File: src/rtl/counters_pkg.sv
// counters_pkg: shared definitions for the counter family.
// Holds the down_counter FSM state encodings.
package counters_pkg;

  localparam logic [1:0] IDLE_ENC = 2'b00;
  localparam logic [1:0] RUN_ENC  = 2'b01;
  localparam logic [1:0] DONE_ENC = 2'b10;

  typedef enum logic [1:0] {
    IDLE = IDLE_ENC,  // never loaded since reset
    RUN  = RUN_ENC,   // counting
    DONE = DONE_ENC   // one-shot expired, or zero was loaded
  } dc_state_t;

endpackage

File: src/rtl/down_counter_dc_reg.sv
// dc_reg: WIDTH-bit register with asynchronous active-low clear and load enable.
//   clk   - clock, rising edge
//   reset - asynchronous clear, active low
//   en    - load enable; q takes d on the rising edge when high
//   d     - data in
//   q     - registered data out
module dc_reg #(
  parameter int unsigned WIDTH = 4
) (
  input  logic             clk,
  input  logic             reset,
  input  logic             en,
  input  logic [WIDTH-1:0] d,
  output logic [WIDTH-1:0] q
);

  always_ff @(posedge clk or negedge reset) begin
    if (!reset)
      q <= '0;
    else if (en)
      q <= d;
  end

endmodule

File: src/rtl/down_counter.sv
// down_counter: loadable down counter with one-shot or periodic auto-reload.
//   clk      - clock, rising edge
//   reset    - asynchronous reset, active low
//   load     - load load_val into Q and the reload register (beats en)
//   load_val - start / reload value
//   en       - count enable
//   periodic - 1: reload at terminal count, 0: one-shot
//   Q        - current count
//   tc       - registered terminal-count pulse, high the cycle Q reaches 0
//   busy     - high while counting (RUN)
module down_counter
  import counters_pkg::*;
#(
  parameter int unsigned WIDTH = 4
) (
  input  logic             clk,
  input  logic             reset,
  input  logic             load,
  input  logic [WIDTH-1:0] load_val,
  input  logic             en,
  input  logic             periodic,
  output logic [WIDTH-1:0] Q,
  output logic             tc,
  output logic             busy
);

  dc_state_t        state;
  dc_state_t        state_nxt;
  logic [WIDTH-1:0] reload_q;
  logic [WIDTH-1:0] q_nxt;
  logic             q_we;
  logic             rl_we;
  logic             tc_nxt;

  // State register, with the tc pulse registered alongside it.
  always_ff @(posedge clk or negedge reset) begin
    if (!reset) begin
      state <= IDLE;
      tc    <= 1'b0;
    end else begin
      state <= state_nxt;
      tc    <= tc_nxt;
    end
  end

  // Next state and next count.
  always_comb begin
    state_nxt = state;
    q_nxt     = Q;
    q_we      = 1'b0;
    rl_we     = 1'b0;
    tc_nxt    = 1'b0;
    if (load) begin
      q_nxt     = load_val;
      q_we      = 1'b1;
      rl_we     = 1'b1;
      state_nxt = (load_val == '0) ? DONE : RUN;
    end else if (state == RUN && en) begin
      if (Q == WIDTH'(1)) begin
        q_nxt     = '0;
        q_we      = 1'b1;
        tc_nxt    = 1'b1;
        state_nxt = periodic ? RUN : DONE;
      end else if (Q == '0) begin
        // Only reachable in RUN after a periodic terminal count.
        q_nxt = reload_q;
        q_we  = 1'b1;
      end else begin
        q_nxt = Q - WIDTH'(1);
        q_we  = 1'b1;
      end
    end
  end

  // Outputs decoded from state.
  always_comb begin
    busy = (state == RUN);
  end

  dc_reg #(.WIDTH(WIDTH)) u_count (
    .clk   (clk),
    .reset (reset),
    .en    (q_we),
    .d     (q_nxt),
    .q     (Q)
  );

  dc_reg #(.WIDTH(WIDTH)) u_reload (
    .clk   (clk),
    .reset (reset),
    .en    (rl_we),
    .d     (load_val),
    .q     (reload_q)
  );

endmodule

File: config.mk
export PLATFORM = sky130hd
export DESIGN_NAME = down_counter
export DESIGN_NICKNAME = d
export VERILOG_FILES = /design/src/rtl/counters_pkg.sv /design/src/rtl/down_counter_dc_reg.sv /design/src/rtl/down_counter.sv
export SDC_FILE = /design/constraint.sdc
export NUM_CORES = 1
export LEC_CHECK = 0
export ABC_AREA = 0
export CORE_MARGIN = 2
export CORE_UTILIZATION = 45
export CTS_CLUSTER_SIZE = 20
export DETAILED_ROUTE_END_ITERATION = 8
export PLACE_DENSITY = 0.83
export SYNTH_ARGS = -nofsm -noshare
export SYNTH_HDL_FRONTEND = slang
export SYNTH_SLANG_ARGS = --single-unit
export TNS_END_PERCENT = 100
File: constraint.sdc
create_clock -name clk -period 5.35 [get_ports clk]
set_clock_uncertainty 0.15 [all_clocks]
set_input_delay 1.07 -clock clk [delete_from_list [all_inputs] [get_ports clk]]
set_output_delay 1.07 -clock clk [all_outputs]
set_load 0.02 [all_outputs]
# Yosys cells after proc, flatten, opt, wreduce, memory -nomap -nowiden
# Cells that the tools add are included.
[word_totals]
ff_bits = 11
in_bits = 9
output_inout_bits = 6
[op_classes]
n_eq_ne = 2
n_reduce_logical = 7
addsub = 1
mux = 15
[op_table]
columns = ["cell", "count"]
rows = [
  ["two-way mux 4 bit", 4],
  ["two-way mux 2 bit", 5],
  ["zero test 4 bit", 2],
  ["two-way mux 1 bit", 6],
  ["== test 4 x 1 -> 1 bit, second input constant", 1],
  ["AND reduction 2 bit", 2],
  ["nonzero test 2 bit", 2],
  ["subtractor 4 x 1 -> 4 bit, second input constant", 1],
  ["== test 2 x 1 -> 1 bit, second input constant", 1],
  ["logical AND 1 bit", 1],
]

# Depth between registers and ports, before layout
[depth]
depth_word = 5
ltp_mapped = 5
mapped_depth_nobuf = 5

# Cells and area by module
# A second synthesis with hierarchy kept.
[unflattened]
hier_cells = 62
hier_area_um2 = 688.2
[modules_own_cells]
columns = ["module", "area_per_inst_um2", "cells_each", "n_inst"]
rows = [
  ["down_counter", 397.9, 46, 1],
  ["dc_reg", 145.1, 8, 2],
]

# Worst setup path after synthesis
# Ideal clock, no wire load.
[synth_timing]
path_kind = "input -> register"
startpoint = "input load"
endpoint = "register u_count.q[0]"
setup_slack_ns = 3.360
t_required_ns = 5.113
stages = 3
arrival_time_ns = 1.754
setup_ns = 0.087
cell_sequence = "buf_4 or3b_1 o211ai_1"
[synth_via]
elab_chain_cells = 2
word_cells_on_any_way = 4
cone_classes = "mux (2); reduce/logical (2)"
[synth_lines]
columns = ["item", "line_no", "text"]
rows = [
  ["start: declaration", "down_counter.sv:18", "input logic load,"],
  ["nonzero test 2 bit (no source line) or two-way mux 1 bit (tied branches)", "-", ""],
  ["AND reduction 2 bit (no source line)", "-", ""],
  ["end signal: assignment", "down_counter_dc_reg.sv:19", "q <= '0;"],
  ["end signal: assignment", "down_counter_dc_reg.sv:21", "q <= d;"],
  ["end: declaration", "down_counter_dc_reg.sv:14", "output logic [WIDTH-1:0] q"],
]
# Parallel ways exist; a longest one is shown, timed or not.
# A chain may end at the register's enable or synchronous reset.

# Worst setup path in the final report
[layout_timing]
startpoint = "register state[0]"
endpoint = "output busy"
[layout_via]
elab_chain_cells = 1
[layout_lines]
columns = ["item", "line_no", "text"]
rows = [
  ["start: declaration", "down_counter.sv:27", "dc_state_t state;"],
  ["start signal: assignment", "down_counter.sv:41", "state <= state_nxt;"],
  ["== test 2 x 1 -> 1 bit", "down_counter.sv:77", "busy = (state == RUN);"],
  ["end: declaration", "down_counter.sv:24", "output logic busy"],
]
# No other way between the ends.

==> flow_metrics.env <==
export IMPL_outcome="finished clean"
export IMPL_die_area_mm2=0.00171
export IMPL_placedCellCount=86
export IMPL_arrival_ns=1.45
export IMPL_synth_distinct_cells=26
export IMPL_crit_fanout=4
export IMPL_grt_first_pass_wirelength_um=1790
export IMPL_global_route_usage_sum_pct=16.7
export IMPL_part_of_the_power_in_combinational_logic_pct=28.8
export IMPL_netlist_instances=59
export IMPL_cts_sinks=11
export IMPL_timing_hold_violations_final=0
export IMPL_design_core_area_mm2=0.00130
export IMPL_timing_hold_worst_start="u_reload.q[2]"
export IMPL_clk_insertion_delay_late_ns=0.27
export IMPL_drv_max_cap_violation_count=0
export IMPL_std_cell_rows=13
export IMPL_fmaxAchievable_mhz=374
export IMPL_timing_hold_worst_path_depth=2
export IMPL_die_height_um=41.3
export IMPL_h_tree_depth=1
export IMPL_drt_iter0_markers=16
export IMPL_grt_start_max_net_pins=20
export IMPL_clock_tree_root_cell="clkbuf_4"
export IMPL_worst_r2r_startpoint="u_count.q[0]"
export IMPL_cpPeakStageDelay_ns=0.61
export IMPL_setup_viol=0
export IMPL_tritoncts_buffer_count=3
export IMPL_drc_errors=0
export IMPL_path_clk_slew_ns=0.08
export IMPL_seq_power_share_pct=45.4
export IMPL_startpoint_type_of_the_worst_setup_path="register"
export IMPL_layout_stage_area_growth_over_the_synthesis_result_pct=27.7
export IMPL_cp_slowest_cell="clkdlybuf4s50_1"
export IMPL_avgSynthCellArea_um2=10.6
export IMPL_post_cts_resize_count=0
export IMPL_worst_r2r_setup_slack_ns=3.46
export IMPL_cts_max_path_buffers=2
export IMPL_first_global_vias=442
export IMPL_wirelength_um=1210
export IMPL_mappedNetlistNets=70
export IMPL_critical_path_top_delay_family="buffers and inverters"
export IMPL_crit_chain="nor2b_1, clkdlybuf4s50_1"
export IMPL_timing_final_crit_period_ns=2.67
export IMPL_first_pass_iters=4
export IMPL_worst_slew_margin_rel_pct=64.3
export IMPL_diode_insertion_count_for_antenna_repair=0
export IMPL_vias=509
export IMPL_post_drt_via_cell_ratio=5.66
export IMPL_critPathRequiredTime_ns=4.13
export IMPL_antenna_violating_nets_post_route=0
export IMPL_synth_seq_cells=11
export IMPL_share_of_final_layout_standard_cells_stronger_than_drive_strength_1_pct=12.0
export IMPL_pwr_share_clk_pct=25.8
export IMPL_detailedPlacementHpwl_um=921
export IMPL_rsz0062_at_grt="no"
export IMPL_die_width_um=41.3
export IMPL_global_route_overflow_total=0
export IMPL_internal_power_of_the_cells_uw=155
export IMPL_report_final_slew_viol_count=0
export IMPL_instances_no_fill=90
export IMPL_cts_hold_fix_buffers=0
export IMPL_post_drt_wl_per_cell_um=13.4
export IMPL_area_sequential_um2=275
export IMPL_cp_num_buf_inv=1
export IMPL_tritoncts_clock_tree="done"
export IMPL_place_port_buffers=14
export IMPL_switching_share_pct=31.5
export IMPL_most_common_layout_cells="clkdlybuf4s50_1, dfrtp_1, inv_1"
export IMPL_tns_ns=0
export IMPL_hold_ws_ns=0.377
export IMPL_finish_net_count=87
export IMPL_worstSetupEndpointType="primary output"
export IMPL_initial_core_util_pct=48.2
export IMPL_ys_warnings_count=0
export IMPL_cellPowerDensity_mw_per_mm2=283
export IMPL_tightestPinTransition_ns=0.534
export IMPL_gpl_final_weighted_congestion=0.725
export IMPL_ioPinCount=15
export IMPL_holdPathEnd="u_reload.q[2]"
export IMPL_path_class="register to primary output"
export IMPL_antenna_violations_before_repair=0
export IMPL_netSwitchingPower_uw=71.2
export IMPL_leakage_power_of_the_design_uw=0.000343
export IMPL_period_utilization_post_route_pct=49.9
export IMPL_worst_r2r_endpoint="u_count.q[1]"
export IMPL_ys_seq_area_share_pct=43.9
export IMPL_reg2reg_depth=5
export IMPL_final_common_cell="clkdlybuf4s50_1"
export IMPL_multiInputGateArea_um2=310
export IMPL_cell_area_after_synthesis_um2=627
export IMPL_hold_class="register to register"
export IMPL_power_ir_vdd_worst_v=0.000161
export IMPL_cts_post_setup_buffers_inserted=0
export IMPL_nFillCells=117
how the worst max path moves through the flow:
stage	from	end	slack, ns	depth (start not counted)
after floorplan	load	u_count.q[0]	3.36	3
after global placement	load	state[0]	2.65	3
after detailed placement	load	state[0]	2.61	3
after CTS	state[0]	busy	2.69	2
after global routing	state[0]	busy	2.59	2
final	state[0]	busy	2.68	2
Yosys cell counts (all sizes together):
master  number  share of area [%]
o21bai       1                3.0
o211ai       3                3.6
o41ai        2                2.8
mux2         3                5.4
nand2        3                1.8
nor3b        1                1.2
nor3         1               0.80
dfrtp       11                 44
o311ai       1                1.4
ha           2                4.0
nor2b        3                3.0
mux2i        2                3.2
and4b        1                1.6
nor2         2                1.2
a311oi       1                1.4
or3b         2                3.2
a22oi        1                1.2
clkbuf       1               0.60
nand3b       3                5.6
o21ai        3                2.4
inv          8                4.8
nor4         2                2.0
buf          1                1.2
a21oi        1               0.80
layout make-up:
class                      count  area share, %
multi-input combinational     38           38.8
sequential                    11           34.4
timing repair buffer          14           17.5
inverter                       8           3.75
clock buffer                   4           3.28
tap                           15           2.34
tightest hold or removal path: cells and delay by family (launching register included):
family          cells  cell delay (ns)
flops               1             0.38
compound gates      1             0.06
buf+inv             1             0.05
state kept, by name, summed over array words and instances, names as in the netlist:
register and count:
state 2, u_count.q 4, u_reload.q 4, tc 1
logic make-up (layout without fill, tap and decap cells):
family          after synthesis  count (layout)  share of synthesized area [%]
mux                           5               5                           8.58
simple gates                 18              18                           20.4
fa+ha+maj                     2               2                           3.99
buf+inv                      10              26                           6.59
compound gates               13              13                           16.6
flops                        11              11                           43.9
power groups by stage:
stage	Combinational [µW]	Sequential [µW]	Clock [µW]
floorplan	35.3	107	0
global placement	64.0	104	0
detailed placement	65.4	104	0
CTS	65.7	103	57.5
global route	71.8	104	60.7
finish	65.2	103	58.3
routing by layer:
layer | vias up | share of wire [%] | GRT usage [%]
met5 | - | 0 | 0
met4 | 0 | 1.7 | 9.68
met3 | 4 | 5.5 | 3.19
met2 | 19 | 48 | 28.5
met1 | 242 | 45 | 19.3
li1 | 244 | - | -
through the flow:
stage / instance area [µm²] / total power, µW / util [%] / setup slack, ns
finish: 801 / 226 / 61.5 / 2.68
global route: 801 / 237 / 61.5 / 2.59
CTS: 801 / 226 / 61.5 / 2.69
detailed placement: 774 / 170 / 59.5 / 2.61
global placement: 774 / 168 / 59.5 / 2.65
floorplan: 627 / 143 / - / 3.36
No activity file was read; power rests on OpenSTA's default activity.
